$ cat src/rtl/rx_char_sequencer_pkg.sv
// Shared constants for the receive character sequencer: control codes, FSM
// encoding, credit limits and the FIFO words used for end-of-packet markers.
package rx_seq_pkg;

  localparam logic [1:0] CTRL_FCT = 2'b00;
  localparam logic [1:0] CTRL_EOP = 2'b01;
  localparam logic [1:0] CTRL_EEP = 2'b10;
  localparam logic [1:0] CTRL_ESC = 2'b11;

  typedef enum logic [1:0] {
    WAIT_NULL = 2'b00,
    NORMAL    = 2'b01,
    ESC_SEEN  = 2'b10
  } rx_state_e;

  localparam logic [5:0] CREDIT_MAX  = 6'd56;
  localparam logic [5:0] CREDIT_STEP = 6'd8;

  localparam logic [8:0] FIFO_EOP = 9'h100;
  localparam logic [8:0] FIFO_EEP = 9'h101;

  // A full credit step only fits while the count leaves room below the ceiling.
  function automatic logic credit_can_add(input logic [5:0] credit);
    return (credit <= (CREDIT_MAX - CREDIT_STEP));
  endfunction

endpackage

$ cat src/rtl/rx_char_sequencer_if.sv
// Character strobe bus from the receive decoder into the sequencer.
interface rx_char_sequencer_if;

  logic       char_valid;
  logic       char_is_control;
  logic [2:0] control_p_r;
  logic [8:0] dta_timec_p;
  logic       parity_ok;

  modport master (
    output char_valid, char_is_control, control_p_r, dta_timec_p, parity_ok
  );

  modport slave (
    input char_valid, char_is_control, control_p_r, dta_timec_p, parity_ok
  );

endinterface

$ cat src/rtl/rx_char_sequencer_credit.sv
// Receive credit counter: +8 per FCT issued (while it fits under 56), -1 per
// accepted N-char; both in one cycle net to +7 or -1.
module rx_credit_counter
  import rx_seq_pkg::*;
(
  input  logic       posedge_clk,
  input  logic       rx_resetn,
  input  logic       fct_sent,
  input  logic       nchar_taken,
  output logic [5:0] rx_credit
);

  logic [5:0] credit_r;
  logic [5:0] credit_nxt_s;

  // Next credit value from the add/subtract requests of this cycle.
  always_comb begin
    credit_nxt_s = credit_r;
    if (fct_sent && credit_can_add(credit_r)) begin
      if (nchar_taken) begin
        credit_nxt_s = credit_r + CREDIT_STEP - 6'd1;
      end else begin
        credit_nxt_s = credit_r + CREDIT_STEP;
      end
    end else if (nchar_taken) begin
      credit_nxt_s = credit_r - 6'd1;
    end else begin
      credit_nxt_s = credit_r;
    end
  end

  // Credit register.
  always_ff @(posedge posedge_clk or negedge rx_resetn) begin
    if (!rx_resetn) begin
      credit_r <= 6'd0;
    end else begin
      credit_r <= credit_nxt_s;
    end
  end

  assign rx_credit = credit_r;

endmodule

$ cat src/rtl/rx_char_sequencer.sv
// Receive character sequencer: NULL detection, time-codes, N-char forwarding
// with credit tracking and sticky errors. Optional macro: RX_TIMECODE_EN.
module rx_char_sequencer
  import rx_seq_pkg::*;
(
  input  logic                posedge_clk,
  input  logic                rx_resetn,
  rx_char_sequencer_if.slave  char_if,
  input  logic                fct_sent,
  input  logic                rx_fifo_full,
  output logic                rx_fifo_wr_en,
  output logic [8:0]          rx_fifo_wdata,
  output logic                rx_got_null,
  output logic                rx_got_fct,
  output logic                rx_got_time_code,
  output logic [7:0]          rx_time_out,
  output logic                rx_first_null,
  output logic                rx_error_parity,
  output logic                rx_error_esc,
  output logic                rx_error_credit,
  output logic [5:0]          rx_credit
);

  rx_state_e  state_r, state_nxt_s;
  logic       first_null_r, first_null_nxt_s;
  logic       err_parity_r, err_parity_nxt_s;
  logic       err_esc_r, err_esc_nxt_s;
  logic       err_credit_r, err_credit_nxt_s;
  logic       got_null_r, got_null_nxt_s;
  logic       got_fct_r, got_fct_nxt_s;
  logic       got_tc_r, got_tc_nxt_s;
  logic       wr_en_r, wr_en_nxt_s;
  logic [8:0] wdata_r, wdata_nxt_s;
  logic [7:0] time_out_r, time_out_nxt_s;

  logic       is_ctrl_s, is_fct_s, is_esc_s, err_any_s, accept_s;
  logic [1:0] code_s;
  logic [7:0] data_s;
  logic [8:0] nchar_word_s;
  logic [5:0] credit_s;
  logic       unused_s;

  assign is_ctrl_s = char_if.char_is_control;
  assign code_s    = char_if.control_p_r[1:0];
  assign data_s    = char_if.dta_timec_p[7:0];
  assign is_fct_s  = is_ctrl_s && (code_s == CTRL_FCT);
  assign is_esc_s  = is_ctrl_s && (code_s == CTRL_ESC);
  assign err_any_s = err_parity_r | err_esc_r | err_credit_r;
  assign unused_s  = ^{char_if.control_p_r[2], char_if.dta_timec_p[8]};

  // FIFO word for the N-char currently on the bus.
  always_comb begin
    if (!is_ctrl_s) begin
      nchar_word_s = {1'b0, data_s};
    end else begin
      case (code_s)
        CTRL_EOP: nchar_word_s = FIFO_EOP;
        CTRL_EEP: nchar_word_s = FIFO_EEP;
        default:  nchar_word_s = 9'h000;
      endcase
    end
  end

  // Sequencer next-state and next-output logic.
  always_comb begin
    state_nxt_s      = state_r;
    first_null_nxt_s = first_null_r;
    err_parity_nxt_s = err_parity_r;
    err_esc_nxt_s    = err_esc_r;
    err_credit_nxt_s = err_credit_r;
    got_null_nxt_s   = 1'b0;
    got_fct_nxt_s    = 1'b0;
    got_tc_nxt_s     = 1'b0;
    wr_en_nxt_s      = 1'b0;
    wdata_nxt_s      = wdata_r;
    time_out_nxt_s   = time_out_r;
    accept_s         = 1'b0;
    if (char_if.char_valid) begin
      if (first_null_r && !char_if.parity_ok) begin
        err_parity_nxt_s = 1'b1;
      end else begin
        case (state_r)
          WAIT_NULL: begin
            if (is_esc_s) state_nxt_s = ESC_SEEN;
            else          state_nxt_s = WAIT_NULL;
          end
          ESC_SEEN: begin
            if (!is_ctrl_s) begin
              if (first_null_r) begin
                state_nxt_s = NORMAL;
`ifdef RX_TIMECODE_EN
                got_tc_nxt_s   = 1'b1;
                time_out_nxt_s = data_s;
`else
                got_tc_nxt_s   = 1'b0;
                time_out_nxt_s = 8'h00;
`endif
              end else begin
                state_nxt_s = WAIT_NULL;
              end
            end else if (is_fct_s) begin
              got_null_nxt_s   = 1'b1;
              first_null_nxt_s = 1'b1;
              state_nxt_s      = NORMAL;
            end else if (first_null_r) begin
              err_esc_nxt_s = 1'b1;
              state_nxt_s   = NORMAL;
            end else begin
              state_nxt_s = WAIT_NULL;
            end
          end
          NORMAL: begin
            if (is_fct_s) begin
              got_fct_nxt_s = 1'b1;
            end else if (is_esc_s) begin
              state_nxt_s = ESC_SEEN;
            end else if ((credit_s == 6'd0) || rx_fifo_full) begin
              err_credit_nxt_s = 1'b1;
            end else if (!err_any_s) begin
              accept_s    = 1'b1;
              wr_en_nxt_s = 1'b1;
              wdata_nxt_s = nchar_word_s;
            end else begin
              accept_s = 1'b0;
            end
          end
          default: state_nxt_s = WAIT_NULL;
        endcase
      end
    end else begin
      state_nxt_s = state_r;
    end
  end

  // State and output registers.
  always_ff @(posedge posedge_clk or negedge rx_resetn) begin
    if (!rx_resetn) begin
      state_r      <= WAIT_NULL;
      first_null_r <= 1'b0;
      err_parity_r <= 1'b0;
      err_esc_r    <= 1'b0;
      err_credit_r <= 1'b0;
      got_null_r   <= 1'b0;
      got_fct_r    <= 1'b0;
      got_tc_r     <= 1'b0;
      wr_en_r      <= 1'b0;
      wdata_r      <= 9'h000;
      time_out_r   <= 8'h00;
    end else begin
      state_r      <= state_nxt_s;
      first_null_r <= first_null_nxt_s;
      err_parity_r <= err_parity_nxt_s;
      err_esc_r    <= err_esc_nxt_s;
      err_credit_r <= err_credit_nxt_s;
      got_null_r   <= got_null_nxt_s;
      got_fct_r    <= got_fct_nxt_s;
      got_tc_r     <= got_tc_nxt_s;
      wr_en_r      <= wr_en_nxt_s;
      wdata_r      <= wdata_nxt_s;
      time_out_r   <= time_out_nxt_s;
    end
  end

  rx_credit_counter u_credit (
    .posedge_clk (posedge_clk),
    .rx_resetn   (rx_resetn),
    .fct_sent    (fct_sent),
    .nchar_taken (accept_s),
    .rx_credit   (credit_s)
  );

  assign rx_fifo_wr_en    = wr_en_r;
  assign rx_fifo_wdata    = wdata_r;
  assign rx_got_null      = got_null_r;
  assign rx_got_fct       = got_fct_r;
  assign rx_got_time_code = got_tc_r;
  assign rx_time_out      = time_out_r;
  assign rx_first_null    = first_null_r;
  assign rx_error_parity  = err_parity_r;
  assign rx_error_esc     = err_esc_r;
  assign rx_error_credit  = err_credit_r;
  assign rx_credit        = credit_s;

endmodule

$ cat src/flat_wrapper.sv
// flat-port wrapper written by rule: the top's interface ports become plain ports
module rx_char_sequencer_flat import rx_seq_pkg::*;
  (posedge_clk, rx_resetn, fct_sent, rx_fifo_full, rx_fifo_wr_en, rx_fifo_wdata, rx_got_null, rx_got_fct, rx_got_time_code, rx_time_out, rx_first_null, rx_error_parity, rx_error_esc, rx_error_credit, rx_credit, char_if_char_valid, char_if_char_is_control, char_if_control_p_r, char_if_dta_timec_p, char_if_parity_ok);
  rx_char_sequencer_if char_if_i ();
  input  logic posedge_clk;
  input  logic rx_resetn;
  input  logic fct_sent;
  input  logic rx_fifo_full;
  output logic rx_fifo_wr_en;
  output logic [8:0] rx_fifo_wdata;
  output logic rx_got_null;
  output logic rx_got_fct;
  output logic rx_got_time_code;
  output logic [7:0] rx_time_out;
  output logic rx_first_null;
  output logic rx_error_parity;
  output logic rx_error_esc;
  output logic rx_error_credit;
  output logic [5:0] rx_credit;
  input wire logic [$bits(char_if_i.char_valid)-1:0] char_if_char_valid;
  input wire logic [$bits(char_if_i.char_is_control)-1:0] char_if_char_is_control;
  input wire logic [$bits(char_if_i.control_p_r)-1:0] char_if_control_p_r;
  input wire logic [$bits(char_if_i.dta_timec_p)-1:0] char_if_dta_timec_p;
  input wire logic [$bits(char_if_i.parity_ok)-1:0] char_if_parity_ok;
  assign char_if_i.char_valid = char_if_char_valid;
  assign char_if_i.char_is_control = char_if_char_is_control;
  assign char_if_i.control_p_r = char_if_control_p_r;
  assign char_if_i.dta_timec_p = char_if_dta_timec_p;
  assign char_if_i.parity_ok = char_if_parity_ok;
  rx_char_sequencer u_core (.posedge_clk(posedge_clk), .rx_resetn(rx_resetn), .char_if(char_if_i), .fct_sent(fct_sent), .rx_fifo_full(rx_fifo_full), .rx_fifo_wr_en(rx_fifo_wr_en), .rx_fifo_wdata(rx_fifo_wdata), .rx_got_null(rx_got_null), .rx_got_fct(rx_got_fct), .rx_got_time_code(rx_got_time_code), .rx_time_out(rx_time_out), .rx_first_null(rx_first_null), .rx_error_parity(rx_error_parity), .rx_error_esc(rx_error_esc), .rx_error_credit(rx_error_credit), .rx_credit(rx_credit));
endmodule
$ cat config.mk
export PLATFORM = sky130hd
export DESIGN_NAME = rx_char_sequencer_flat
export DESIGN_NICKNAME = d
export VERILOG_FILES = /design/src/rtl/rx_char_sequencer_pkg.sv /design/src/rtl/rx_char_sequencer_if.sv /design/src/rtl/rx_char_sequencer_credit.sv /design/src/rtl/rx_char_sequencer.sv /design/src/flat_wrapper.sv
export SDC_FILE = /design/constraint.sdc
export NUM_CORES = 1
export LEC_CHECK = 0
export CORE_MARGIN = 3
export CORE_UTILIZATION = 48
export DETAILED_ROUTE_END_ITERATION = 6
export PLACE_DENSITY_LB_ADDON = 0.2
export SLEW_MARGIN = 5
export SYNTH_ARGS = -nofsm -noshare
export SYNTH_HDL_FRONTEND = slang
export SYNTH_HIERARCHICAL = 1
export SYNTH_SLANG_ARGS = --single-unit
$ cat constraint.sdc
create_clock -name posedge_clk -period 5.6 [get_ports posedge_clk]
set_clock_uncertainty 0.1 [all_clocks]
set_input_delay 0.84 -clock posedge_clk [delete_from_list [all_inputs] [get_ports posedge_clk]]
set_output_delay 0.84 -clock posedge_clk [all_outputs]
set_load 0.03 [all_outputs]
==> metrics.md, run 1 <==
| Metric | Value |
|---|---|
| Result of the run | `complete, no violations` |
| Startpoint of the most critical hold path | `u_core/u_credit/rx_credit[5]` |
| Pin count of the biggest net entering global routing | `25` |
| Reported leakage power | `0.847 nW` |
| Number of nets with antenna violations after routing | `0` |
| Max Freq | `291 MHz` |
| Top-level port count | `50` |
| Buf+Inv Stages, Crit Path | `2` |
| Number of placement rows | `18` |
| Clock sink total | `24` |
| Simple-gate share of the synthesized area | `14.8%` |
| Remaining DRCs | `0` |
| Cells after synthesis | `126` |
| Total Negative Setup Slacks | `0 ps` |
| First-pass GRT wire length | `4540 um` |
| Post-CTS resize count | `0` |
| Cell-by-cell trace of the critical path | `clkdlybuf4s50_1 -> inv_1 -> ha_1 -> o21ai_0 -> nand4_1 -> nor3_1 -> nand2_2 -> or3_4 -> xor2_1 -> mux2i_1` |
| Die area | `3590 um2` |
| Yosys warning total | `6` |
| Power density of the placed cells | `410 nW/um2` |
| Top_reg_cell synth | `sky130_fd_sc_hd__dfrtp_1` |
| Worst Setup Path Type | `primary input to register` |
| Final worst slack | `2160 ps` |
| Critical path's slowest cell | `sky130_fd_sc_hd__nor3_1` |
| Number of antenna cells inserted | `0` |
| Proportion of netlist area held by the largest area contributor | `43.1%` |
| Count of input and output buffers | `38` |
| Post-synthesis sequential area ratio | `43.1%` |
| Number of flops mapped to enable cells by yosys | `0` |
| Library cell occupying the most area in the post-synthesis netlist | `sky130_fd_sc_hd__dfrtp_1` |
| Top cells by area in the synthesized netlist | `sky130_fd_sc_hd__dfrtp_1 (43%), sky130_fd_sc_hd__mux2_4 (8.6%), sky130_fd_sc_hd__ha_1 (8.1%)` |
| Clock Root Buffer | `sky130_fd_sc_hd__clkbuf_4` |
| Inserted Clock Buffers | `3` |
| Unrepaired setup endpoints after global routing | `no` |
| Critical Path Sink Type | `register` |
| Global router's overall resource usage | `16.6%` |
| Level count of the clock H-tree | `1` |
| Critical path peak fanout | `8` |
| Hold Fails Final Rpt | `0` |
| Critical R2R Launch | `u_core/rx_error_esc` |
| CTS Buffer Depth | `2` |
| Filler cell count in the final layout | `229` |
| GRT overflow | `0` |
| Height of the die | `59.9 um` |
| Vias in the first global route | `1,018` |
| Vias per inst | `5.10` |
| Parity-gate share of the synthesized area counting xor and xnor cells | `4.40%` |
| Commonest non-fill, non-tap cells in the layout | `sky130_fd_sc_hd__clkdlybuf4s50_1 (38), sky130_fd_sc_hd__dfrtp_1 (24)` |
| Actual transition at the worst max-transition pin | `1070 ps` |
| Maximum cell stage delay along the critical path | `760 ps` |
| Mean Syn Cell Area | `11.1 um2` |
| Post-placement worst setup slack | `1860 ps` |
| Final count of negative-setup-slack endpoints | `0` |
| Number of buffers inserted by hold repair at cts | `0` |
| Net total in the final layout | `193` |
| Max IR drop VDD | `0.317 mV` |
| Normalized max-slew margin | `28.3%` |
| Required time of the critical path | `5700 ps` |
| Area growth syn-to-layout | `27.6%` |
| Placeable Area | `2610 um2` |
| Detailed Route Iter0 Violations | `24` |
| Commonest non-fill, non-tap cell in the layout | `sky130_fd_sc_hd__clkdlybuf4s50_1` |
| Starting utilization of the core area | `53.4%` |
| Die Wd | `59.9 um` |
| Antenna violations before repair | `0` |
| Max-slew violation total from the final report | `0` |
| Fraction of the mapped netlist area in adder cells | `8.08%` |
| Final estimated routing congestion in global placement | `0.837` |
| Avg WL per Cell | `14.1 um` |
| Worst-case hold slack | `431 ps` |
| Kind of path behind the tightest hold check | `register to register` |
| Number of buffers added for setup after CTS | `0` |
| Share of synthesized area spent on multiplexers | `11.6%` |
| Share of layout cells above drive strength 1 | `12.8%` |
| Total half-perimeter wirelength after legalization and detailed placement | `2070 um` |
| FF+latch count, synth | `24` |
| CTS tree | `built` |
| Combinational family with the most area after synthesis | `simple AND/OR/NAND/NOR gates` |
| Critical path's top delay family | `simple AND/OR/NAND/NOR gates` |
| Async S/R FF share, synth | `100%` |
| Drt pass-1 iters | `4` |
| Compound-Gate Fraction of Synth Area | `7.99%` |
| Sum of routed wire length over all layers | `2740 um` |
| Final clock period utilization by the worst path | `61.4%` |
| Number of violations of the max-capacitance limit | `0` |
| Distinct cell type count of the synthesized netlist | `38` |
| Power after layout | `0.730 mW` |
| Vias after detailed routing | `990` |
| Worst setup path startpoint | `char_if_control_p_r[0]` |
| Cell area after synthesis | `1390 um2` |
| CTS clock-pin slew for the worst setup and hold paths | `130 ps` |
| Arrival time at the worst endpoint | `3540 ps` |
| Clock network latency to the later pin of the worst-skew pair | `310 ps` |
| Startpoint types | `primary input` |
| Minimum clock period | `3440 ps` |
[cells by family after synthesis]
kind of cell	count (synthesis)
other	1
multiplexers	12
adder cells (fa/ha/maj)	9
buffers and inverters	22
AND/OR/NAND/NOR	35
flip-flops	24
AO/OA/AOI/OAI	16
XOR/XNOR	7
[synthesized netlist by cell type, types with 5 or more instances]
cell                      count
sky130_fd_sc_hd__nor2b_1      9
sky130_fd_sc_hd__nor3_1       5
sky130_fd_sc_hd__xnor2_1      5
sky130_fd_sc_hd__dfrtp_1     24
sky130_fd_sc_hd__buf_4       10
sky130_fd_sc_hd__inv_1        9
sky130_fd_sc_hd__ha_1         9
sky130_fd_sc_hd__mux2_4       8
sky130_fd_sc_hd__nand2_1      7
[layout make-up]
cell class,instances,area (um2),area share [%]
Multi-Input combinational cell,88,687,38.6
Sequential cell,24,601,33.8
Timing Repair Buffer,38,380,21.4
Inverter,10,37.5,2.11
Tap cell,30,37.5,2.11
Clock buffer,4,36.3,2.04
[report_power, final]
| group | internal, mW | leakage (nW) | switching, mW |
|---|---|---|---|
| Sequential | 0.220 | 0.311 | 0.0619 |
| Clock | 0.0397 | 0.0210 | 0.0521 |
| Combinational | 0.166 | 0.515 | 0.190 |
[state kept, by name, summed over array words and instances (netlist names)]
register                   count
u_core/rx_fifo_wdata           9
u_core/state_r                 2
u_core/rx_got_null             1
u_core/rx_error_credit         1
u_core/rx_error_esc            1
u_core/rx_error_parity         1
u_core/rx_got_fct              1
u_core/rx_first_null           1
u_core/rx_fifo_wr_en           1
u_core/u_credit/rx_credit      6
[metal layers]
layer	routed length (um)	track usage, %	vias to the layer above	part of all wire, %
met4	36	5.70	0	1.3
met2	1290	26.9	39	47
met1	1220	22.5	465	45
met3	188	2.59	4	6.9
li1	-	-	482	-
met5	0	0	-	0
[metrics by stage]
step / utilization (%) / instance area (um2) / cells
4_1_cts: 68.1 / 1780 / 194
2_1_floorplan: - / 1420 / 134
3_3_place_gp: 66.7 / 1740 / 190
3_5_place_dp: 66.7 / 1740 / 190
6_report: 68.1 / 1780 / 194
5_1_grt: 68.1 / 1780 / 194
[final timing paths]
path	endpoint	depth (start not counted)	slack, ps
min in group asynchronous	u_core/rx_fifo_wdata[6]	1	990
worst max register to register	u_core/u_credit/rx_credit[4]	6	3010
worst min-delay path	u_core/u_credit/rx_credit[5]	1	430
worst max-delay path	u_core/u_credit/rx_credit[4]	10	2160
max in group asynchronous	u_core/u_credit/rx_credit[3]	1	3760
worst min register to register	u_core/u_credit/rx_credit[5]	1	430
Power figures use the tool's default switching activity.
==> run 2: changes to the inputs <==
--- a/config.mk
+++ b/config.mk
@@ -6,7 +6,7 @@
 export NUM_CORES = 1
 export LEC_CHECK = 0
 export CORE_MARGIN = 3
-export CORE_UTILIZATION = 48
+export CORE_UTILIZATION = 40
 export DETAILED_ROUTE_END_ITERATION = 6
 export PLACE_DENSITY_LB_ADDON = 0.2
 export SLEW_MARGIN = 5
==> constraint.sdc (replaced) <==
create_clock -name posedge_clk -period 3 [get_ports posedge_clk]
set_clock_uncertainty 0.1 [all_clocks]
set_input_delay 0.45 -clock posedge_clk [delete_from_list [all_inputs] [get_ports posedge_clk]]
set_output_delay 0.45 -clock posedge_clk [all_outputs]
set_load 0.03 [all_outputs]
==> run 2 against run 1 <==
Against the previous run: die area grew 18%; core utilization shrank 10 points; clock power grew to 2.5 times the previous value; largest power group unchanged; global-route usage shrank 2.4 points; register-to-register slack lost 2200 ps; cell area grew 3.2%; critical path depth is the same; wire length is essentially flat; combinational power grew 89%; cell count grew 8.8%; critical path type unchanged; sequential cell count is the same.
==> metrics.md, run 2 (synthesis gave the netlist of run 1 again) <==
| Metric | Value |
|---|---|
| Critical Path Sink Type | `register` |
| Arrival time at the worst endpoint | `2600 ps` |
| Endpoint of the worst-slack reg-to-reg timing path | `u_core/rx_fifo_wdata[0]` |
| Highest signal layer in the routed design | `met4` |
| Minimum clock period | `2490 ps` |
| Vias in the first global route | `1,013` |
| Critical path's top delay family | `simple AND/OR/NAND/NOR gates` |
| Die area | `4230 um2` |
| Total Negative Setup Slacks | `0 ps` |
| Share of the core filled with cells in the final layout | `57.8%` |
| Routed length on met1 | `1140 um` |
| Post-CTS resize count | `0` |
| Required time of the critical path | `3110 ps` |
| Number of antenna cells inserted | `0` |
| Remaining DRCs | `0` |
| Global router's overall resource usage | `14.2%` |
| First-pass GRT wire length | `4710 um` |
| Max Freq | `402 MHz` |
| Worst-case hold slack | `374 ps` |
| Post-placement worst setup slack | `178 ps` |
| Kind of path behind the tightest hold check | `primary input to async pin` |
| Drt pass-1 iters | `5` |
| R2R cell count | `4` |
| Starting utilization of the core area | `43.9%` |
| Vias after detailed routing | `1,008` |
| Die Wd | `65.0 um` |
| Sum of routed wire length over all layers | `2740 um` |
| Commonest non-fill, non-tap cell in the layout | `sky130_fd_sc_hd__clkdlybuf4s50_1` |
| Cell-by-cell trace of the critical path | `clkdlybuf4s50_1 -> inv_1 -> ha_1 -> o21ai_0 -> nand4_1 -> nor3_1 -> nand2_2 -> or3_4 -> xor2_1 -> mux2i_1` |
| CTS Buffer Depth | `2` |
| Final worst slack | `514 ps` |
| Power after layout | `1.43 mW` |
| Number of violations of the max-capacitance limit | `0` |
| Filler cell count in the final layout | `293` |
| Final count of negative-setup-slack endpoints | `0` |
| Worst setup path startpoint | `char_if_control_p_r[1]` |
| Unrepaired setup endpoints after global routing | `no` |
| Inserted Clock Buffers | `3` |
| Max-slew violation total from the final report | `0` |
| Number of nets with antenna violations after routing | `0` |
| Number of buffers added for setup after CTS | `0` |
| Routed wl met2 | `1400 um` |
| Worst R2R Setup Slack | `770 ps` |
| Number of placement rows | `20` |
| Max IR drop VDD | `0.492 mV` |
| Reported leakage power | `0.869 nW` |
| Top-level port count | `50` |
| Count of input and output buffers | `38` |
| Commonest non-fill, non-tap cells in the layout | `sky130_fd_sc_hd__clkdlybuf4s50_1 (38), sky130_fd_sc_hd__dfrtp_1 (24)` |
| Hold Fails Final Rpt | `0` |
| Total half-perimeter wirelength after legalization and detailed placement | `2100 um` |
| Worst Setup Path Type | `primary input to register` |
| CP Depth | `10` |
| Antenna violations before repair | `0` |
| Power density of the placed cells | `781 nW/um2` |
| Flip-flop count of the largest register after layout | `9` |
| Critical path destination | `u_core/u_credit/rx_credit[4]` |
| Share of layout cells above drive strength 1 | `14.4%` |
| Maximum cell stage delay along the critical path | `510 ps` |
| Level count of the clock H-tree | `1` |
| Critical path peak fanout | `5` |
| Critical path's slowest cell | `sky130_fd_sc_hd__clkdlybuf4s50_1` |
| Pin count of the biggest net entering global routing | `25` |
| Avg WL per Cell | `13.0 um` |
| Vias per inst | `4.78` |
| Clock sink total | `24` |
| Area growth syn-to-layout | `31.7%` |
| Detailed-routed wire length on met3 | `178 um` |
| Detailed Route Iter0 Violations | `22` |
| Startpoint types | `primary input` |
| Footprint of the flip-flops and latches | `601 um2` |
| Result of the run | `complete, no violations` |
| Buf+Inv Stages, Crit Path | `2` |
| Critical R2R Launch | `u_core/u_credit/rx_credit[3]` |
| Height of the die | `65.0 um` |
| Number of buffers inserted by hold repair at cts | `0` |
| Final estimated routing congestion in global placement | `0.797` |
| Clock network latency to the later pin of the worst-skew pair | `310 ps` |
| Placeable Area | `3180 um2` |
| Net total in the final layout | `196` |
| GRT overflow | `0` |
| Clock Root Buffer | `sky130_fd_sc_hd__clkbuf_4` |
| CTS clock-pin slew for the worst setup and hold paths | `130 ps` |
| CTS tree | `built` |
| Final clock period utilization by the worst path | `82.9%` |
| Area used by multi-input combinational logic | `687 um2` |
[run 2: cell types whose count changed in the layout (fill, tap and decap cells not counted)]
cell                        change
sky130_fd_sc_hd__buf_4          +3
sky130_fd_sc_hd__bufinv_16      +1
sky130_fd_sc_hd__clkbuf_8       -1
[run 2: how the worst min path moves through the flow]
stage                                         end  depth (start not counted)  slack [ps]
after floorplan            u_core/rx_error_credit                          0          50
final                     u_core/rx_fifo_wdata[2]                          2         370
after CTS                 u_core/rx_fifo_wdata[7]                          2         380
after global routing      u_core/rx_fifo_wdata[7]                          2         400
after detailed placement  u_core/rx_fifo_wdata[1]                          1         400
after global placement    u_core/rx_fifo_wdata[4]                          1         390
[run 2: worst reg2reg max path, cell delays in order, from the launching register on]
cell and delay (ps):
sky130_fd_sc_hd__dfrtp_1 510, sky130_fd_sc_hd__or4_4 590, sky130_fd_sc_hd__o31a_1 280, sky130_fd_sc_hd__nand3b_2 300
sky130_fd_sc_hd__mux2_4 340
[run 2: area by class of cell]
type,count,share of cell area (%)
multi-input cells,88,37.4
flip-flops and latches,24,32.7
repair buffers,41,21.9
well taps,44,3.00
inverters,10,2.04
clock inverters,1,1.64
clock buffers,3,1.23
[run 2: where the power goes]
part	total (mW)	switching, mW	internal, mW
logic	0.673	0.359	0.315
registers	0.529	0.118	0.411
clock network	0.231	0.0959	0.135
[run 2: layer usage]
| layer | up-vias | track usage, % |
|---|---|---|
| met4 | 0 | 3.11 |
| met3 | 2 | 4.68 |
| li1 | 486 | - |
| met5 | - | 0 |
| met1 | 484 | 16.7 |
| met2 | 36 | 25.2 |
[run 2: stage by stage]
step | cells | instance area, um2
final | 211 | 1840
after detailed placement | 207 | 1780
after global routing | 211 | 1840
after global placement | 207 | 1780
after floorplan | 134 | 1420
after CTS | 211 | 1840
